[src/rtl/hls_deadlock_monitor_param_pkg.sv]
// Shared definitions for the parametrised HLS deadlock monitor: FSM state
// encoding, block-source codes and fixed internal widths.
package hls_deadlock_monitor_param_pkg;

  typedef enum logic [1:0] {
    IDLE    = 2'd0,
    ARMING  = 2'd1,
    BLOCKED = 2'd2
  } state_e;

  localparam logic [1:0] SRC_NONE  = 2'd0;
  localparam logic [1:0] SRC_CUR   = 2'd1;
  localparam logic [1:0] SRC_SEQ   = 2'd2;
  localparam logic [1:0] SRC_CHILD = 2'd3;

  localparam int PERSIST_W = 8;
  localparam int IDX_W     = 5;

endpackage

[src/rtl/hls_deadlock_monitor_param_prio_enc.sv]
// Lowest-index priority encoder with a valid flag; the index is zero-extended
// to IDX_W bits.
module hls_deadlock_prio_enc #(
  parameter int N     = 7,
  parameter int IDX_W = 5
) (
  input  logic [N-1:0]     vec_i,
  output logic             valid_o,
  output logic [IDX_W-1:0] idx_o
);

  always_comb begin
    valid_o = 1'b0;
    idx_o   = '0;
    // Scan downwards so the last hit written is the lowest set index.
    for (int i = N - 1; i >= 0; i--) begin
      if (vec_i[i]) begin
        valid_o = 1'b1;
        idx_o   = IDX_W'(i);
      end
    end
  end

endmodule

[src/rtl/hls_deadlock_monitor_param.sv]
// Deadlock monitor for one HLS sub-instance: raises block once a blocking
// condition has persisted THRESH cycles and records the first source.
module hls_deadlock_monitor_param
  import hls_deadlock_monitor_param_pkg::*;
#(
  parameter int                N_AXIS      = 7,
  parameter int                N_SUB       = 1,
  parameter logic [N_AXIS-1:0] CUR_MASK    = 7'b0000010,
  parameter logic [N_AXIS-1:0] SINGLE_MASK = 7'b0111100,
  parameter logic [N_AXIS-1:0] PAR_MASK    = 7'b0000000,
  parameter int                THRESH      = 4,
  parameter bit                STICKY      = 1'b0,
  parameter int                CNT_W       = 16
) (
  input  logic              clock,
  input  logic              reset_n,
  input  logic [N_AXIS-1:0] axis_block_sigs,
  input  logic [N_AXIS-1:0] inst_idle_sigs,
  input  logic [N_SUB-1:0]  inst_block_sigs,
  input  logic              clear,
  output logic              block,
  output logic [1:0]        block_src,
  output logic [4:0]        block_idx,
  output logic [CNT_W-1:0]  block_cycles
);

  localparam logic [PERSIST_W-1:0] THRESH_M1 = PERSIST_W'(THRESH - 1);

  function automatic logic [CNT_W-1:0] sat_inc(input logic [CNT_W-1:0] v);
    return (&v) ? v : v + 1'b1;
  endfunction

  logic [N_AXIS-1:0] eff, cur_vec, seq_vec;
  logic              par_hit, cur_v, seq_v, child_v, cond;
  logic [IDX_W-1:0]  cur_idx, seq_idx, child_idx;
  logic [1:0]        src_cap;
  logic [IDX_W-1:0]  idx_cap;

  assign eff     = axis_block_sigs & ~inst_idle_sigs;
  assign cur_vec = eff & CUR_MASK;
  assign par_hit = (PAR_MASK != '0) && (&(eff | ~PAR_MASK));
  // A parallel hit contributes its whole mask, so its lowest mask bit is reported.
  assign seq_vec = (eff & SINGLE_MASK) | (par_hit ? PAR_MASK : '0);

  hls_deadlock_prio_enc #(.N(N_AXIS), .IDX_W(IDX_W)) u_enc_cur (
    .vec_i(cur_vec), .valid_o(cur_v), .idx_o(cur_idx)
  );
  hls_deadlock_prio_enc #(.N(N_AXIS), .IDX_W(IDX_W)) u_enc_seq (
    .vec_i(seq_vec), .valid_o(seq_v), .idx_o(seq_idx)
  );
  hls_deadlock_prio_enc #(.N(N_SUB), .IDX_W(IDX_W)) u_enc_child (
    .vec_i(inst_block_sigs), .valid_o(child_v), .idx_o(child_idx)
  );

  assign cond = cur_v | seq_v | child_v;

  always_comb begin
    src_cap = SRC_NONE;
    idx_cap = '0;
    if (cur_v) begin
      src_cap = SRC_CUR;
      idx_cap = cur_idx;
    end else if (seq_v) begin
      src_cap = SRC_SEQ;
      idx_cap = seq_idx;
    end else if (child_v) begin
      src_cap = SRC_CHILD;
      idx_cap = child_idx;
    end
  end

  state_e               state_q, state_d;
  logic [PERSIST_W-1:0] persist_q, persist_d;
  logic [CNT_W-1:0]     cycles_q, cycles_d;
  logic                 block_q, block_d;
  logic [1:0]           src_q, src_d;
  logic [IDX_W-1:0]     idx_q, idx_d;

  always_comb begin
    state_d   = state_q;
    persist_d = persist_q;
    cycles_d  = cycles_q;
    block_d   = block_q;
    src_d     = src_q;
    idx_d     = idx_q;
    if (clear) begin
      state_d   = IDLE;
      persist_d = '0;
      cycles_d  = '0;
      block_d   = 1'b0;
      src_d     = SRC_NONE;
      idx_d     = '0;
    end else begin
      case (state_q)
        IDLE: begin
          if (cond) begin
            persist_d = PERSIST_W'(1);
            cycles_d  = CNT_W'(1);
            if (THRESH == 1) begin
              state_d = BLOCKED;
              block_d = 1'b1;
              src_d   = src_cap;
              idx_d   = idx_cap;
            end else begin
              state_d = ARMING;
            end
          end
        end
        ARMING: begin
          if (!cond) begin
            state_d   = IDLE;
            persist_d = '0;
            cycles_d  = '0;
          end else begin
            persist_d = persist_q + 1'b1;
            cycles_d  = sat_inc(cycles_q);
            if (persist_q == THRESH_M1) begin
              state_d = BLOCKED;
              block_d = 1'b1;
              src_d   = src_cap;
              idx_d   = idx_cap;
            end
          end
        end
        BLOCKED: begin
          if (cond) begin
            cycles_d = sat_inc(cycles_q);
          end else if (!STICKY) begin
            state_d   = IDLE;
            persist_d = '0;
            cycles_d  = '0;
            block_d   = 1'b0;
            src_d     = SRC_NONE;
            idx_d     = '0;
          end
        end
        default: state_d = IDLE;
      endcase
    end
  end

  always_ff @(posedge clock or negedge reset_n) begin
    if (!reset_n) begin
      state_q   <= IDLE;
      persist_q <= '0;
      cycles_q  <= '0;
      block_q   <= 1'b0;
      src_q     <= SRC_NONE;
      idx_q     <= '0;
    end else begin
      state_q   <= state_d;
      persist_q <= persist_d;
      cycles_q  <= cycles_d;
      block_q   <= block_d;
      src_q     <= src_d;
      idx_q     <= idx_d;
    end
  end

  assign block        = block_q;
  assign block_src    = src_q;
  assign block_idx    = idx_q;
  assign block_cycles = cycles_q;

endmodule

[config.mk]
export PLATFORM = sky130hd
export DESIGN_NAME = hls_deadlock_monitor_param
export DESIGN_NICKNAME = d
export VERILOG_FILES = /design/src/rtl/hls_deadlock_monitor_param_pkg.sv /design/src/rtl/hls_deadlock_monitor_param_prio_enc.sv /design/src/rtl/hls_deadlock_monitor_param.sv
export SDC_FILE = /design/constraint.sdc
export NUM_CORES = 1
export LEC_CHECK = 0
export ABC_CLOCK_PERIOD_IN_PS = 1900
export BUFFER_PORTS_ARGS = -buffer_cell sky130_fd_sc_hd__buf_2
export CAP_MARGIN = 20
export CORE_MARGIN = 1.5
export CORE_UTILIZATION = 40
export DETAILED_ROUTE_END_ITERATION = 12
export MAX_ROUTING_LAYER = met4
export SETUP_SLACK_MARGIN = 0.05
export SYNTH_ARGS = -nofsm -noshare
export SYNTH_HDL_FRONTEND = slang
export SYNTH_SLANG_ARGS = --single-unit
[constraint.sdc]
create_clock -name clock -period 1.9 [get_ports clock]
set_input_delay 0.095 -clock clock [delete_from_list [all_inputs] [get_ports clock]]
set_output_delay 0.095 -clock clock [all_outputs]
set_load 0.02 [all_outputs]
==> results.md <==
* Outcome: finished clean
* Worst Setup Path Type: reg2reg
* IO Count at 42
* Final design utilization at 53.19%
* EDFF count, synth at 0
* GRT overflow at 0
* Sw Ratio at 31.63%
* Core Region at 5439 µm²
* WL/cell at roughly 14 µm
* Skew-Pair Late Insertion Delay at between 200 and 300 ps
* Crit-path cells: inv_2 > ha_4 > inv_2 > or4_4 > o21ai_4 > nor2_4 > mux2_4
* RSZ-0062 raised after global routing: true
* VDD IR max at 0.2519 mV
* DRT iter0 DRCs at 134
* Starting density of the core at between 40% and 50%
* Count leader, synth: dfrtp_1
* Clock slew at reported path FFs at 70 ps
* Crit-path leading delay family: simple AND/OR/NAND/NOR gates
* CTS tree: yes
* Power, Total at ~1.7 mW
* Crit-path slowest cell: or4_4
* Routed Antenna Nets at 0
* DRC viols at 0
* Final GP Congestion at 0.8269
* Clk root buf: clkbuf_8
* Register share of total power at between 40% and 50%
* Layout fillers at 518
* P per Cell Area at approximately 600 nW/µm²
* Post-synth top cells: 32 x dfrtp_1, 24 x nand2_1, 17 x o21ai_0
* Multi-input logic area at roughly 1400 µm²
* Clock tree buffer depth at 2
* Clk pwr share at between 30% and 40%
* Initial antenna violation count at 0
* Register area share after synthesis at between 30% and 40%
* Total Routing Usage GR at around 20%
* Yosys top cell area share at between 30% and 40%
* YS warnings at 0
* Vias in the first global route at about 2.0k
* Die W at ~78 µm
* HP Class: in2reg
* # diodes at 0
* Setup ws final at roughly 41 ps
* Num rows at 27
* Critical Path Fanout Max at 4
* 1st-pass router iterations at 4
* Vias/cell at 5.598
* CP Buf/Inv Count at 2
* Via Count at around 2.2k
* Min Tclk post-route at 1859 ps
* Max-cap check violation count at 0
* Setup violations, final at 0
* Fin nets at around 340
* Average size of a mapped cell at 9.047 µm²
* Setup_tns at 0 ps
* Slew Limit Fails at 0
* Combinational Power Share at 28.2%
* Clock skew at 5.902 ps
* Largest net degree at the start of global routing at 33
* Die Ht at 77.75 µm
* Tcrit/Tclk final at 97.83%
* Achievable Freq at around 540 MHz
* Async SR Flop Fraction at 100.0%
* Endpoints failing hold at 0
* Die Area at ~6000 µm²
* Required time of the critical path at ~2100 ps
* Internal power at around 1.2 mW
* Post-Route WL at between 5 and 6 mm
* Slowest stage delay, CP at roughly 520 ps
* Sink Count at 32
* H-tree Lvls at 2
* Pleak at 1.243 nW
* Input/output buffers at 35
* Largest area contributor in the netlist: dfrtp_1
* Slew of the pin with the lowest slew margin at ~760 ps
* WP data arrival at 2030 ps
* Fraction of layout cells with a size suffix above 1 at a little over a third
* Top post-synthesis cells by area: dfrtp_1 36%, nand2_1 4.0%, o21ai_0 3.8%
* Top FF cell, synth: dfrtp_1
* Pre-CTS setup slack at 10.68 ps
* Global-route wire length before repair at slightly above 9 mm
* Post-Syn Area at between 2000 and 2500 µm²
* DP Wirelength at around 3.9 mm
* #FFs+latches synth at 32
* Startpoint types: register
* Layout area overhead at 29.45%
* CP endpoint kind: register
* Switch Pwr at ~0.54 mW
* Netlist cell types at 59
* Synth Instances at roughly 250
* Register area at between 800 and 900 µm²
* Critical path's most frequent cell: inv_2
* Relative slew slack at 49.34%
* Cts bufs inserted at 5
[flip-flops by register name, summed over array words and instances (netlist names)]
| signal | flops |
|---|---|
| block | 1 |
| block_cycles | 16 |
| state_q | 2 |
| block_idx | 3 |
| block_src | 2 |
| persist_q | 8 |
[cell families after synthesis]
family,count (synthesis),share of synthesized area [%]
other,1,0.1678
adders and majority gates,5,2.800
muxes,8,3.807
DFF,32,35.83
AOI/OAI and AO/OA,69,21.89
and+or+nand+nor,113,29.79
buffers and inverters,19,5.710
[worst reg2reg max path, stage by stage, from the launching register on]
cell and delay [ps]:
dfrtp_1 400, inv_2 80, ha_4 140, inv_2 30, or4_4 520, o21ai_4 230
nor2_4 60, mux2_4 290
[metal layers]
layer	vias to the layer above	share of wire (%)	global-route usage [%]
met5	-	0	-
met4	0	1.4	6.909
met3	6	4.8	3.294
met2	71	45	29.22
met1	1027	49	27.84
li1	1057	-	-
[power by group through the flow]
stage / logic, mW / registers, mW / clock network (mW)
5_1_grt: 0.534 / 0.708 / 0.559
6_report: 0.482 / 0.707 / 0.516
3_3_place_gp: 0.436 / 0.719 / 0
3_5_place_dp: 0.443 / 0.720 / 0
4_1_cts: 0.450 / 0.707 / 0.531
2_1_floorplan: 0.291 / 0.737 / 0
[stage by stage]
step           hold slack, ps  cell area, µm²  cells
5_1_grt                 201.1            2893    386
6_report                161.6            2893    386
3_3_place_gp            206.1            2683    376
3_5_place_dp            213.8            2683    376
4_1_cts                 162.3            2788    385
2_1_floorplan          -200.6            2258    248
[what timing repair did]
item / 4_1_cts / 5_1_grt
hold endpoints to repair: 32 / 0
pin swaps: 3 / 3
hold buffers: 1 / 0
buffers inserted: 0 / 1
gates resized for setup: 3 / 17
setup endpoints to repair: 11 / 24
[path summary, 6_finish.rpt]
| path | endpoint | cells past startpoint | slack, ps | start |
|---|---|---|---|---|
| worst max-delay path | block_cycles[0]$_DFFE_PN0P_ | 7 | 40 | state_q[1]$_DFFE_PN0P_ |
| worst min-delay path | block_src[0]$_DFFE_PN0P_ | 3 | 160 | inst_block_sigs |
| worst max register to register | block_cycles[0]$_DFFE_PN0P_ | 7 | 40 | state_q[1]$_DFFE_PN0P_ |
| worst min register to register | block_idx[0]$_DFFE_PN0P_ | 1 | 490 | block_idx[0]$_DFFE_PN0P_ |
| max in group asynchronous | block_cycles[1]$_DFFE_PN0P_ | 2 | 960 | reset_n |
| min in group asynchronous | block_cycles[3]$_DFFE_PN0P_ | 2 | 420 | reset_n |
[cell usage in the layout (no fill, tap or decap), drive strengths merged, types with 7 or more instances in the layout]
cell type   n
a21oi      12
inv         7
mux2i       7
a31oi       9
nor3        7
o21ai      18
buf        69
nand2      24
clkbuf      7
nor2       14
dfrtp      32
nand3      17
[cell type report]
type                       instances  area share, %
multi-input combinational        197          48.92
sequential                        32          27.77
timing repair buffer              70          16.48
tap                               72          3.114
clock buffer                       7          2.638
inverter                           7         0.9083
clock inverter                     1         0.1730
Power figures use the tool's default switching activity.
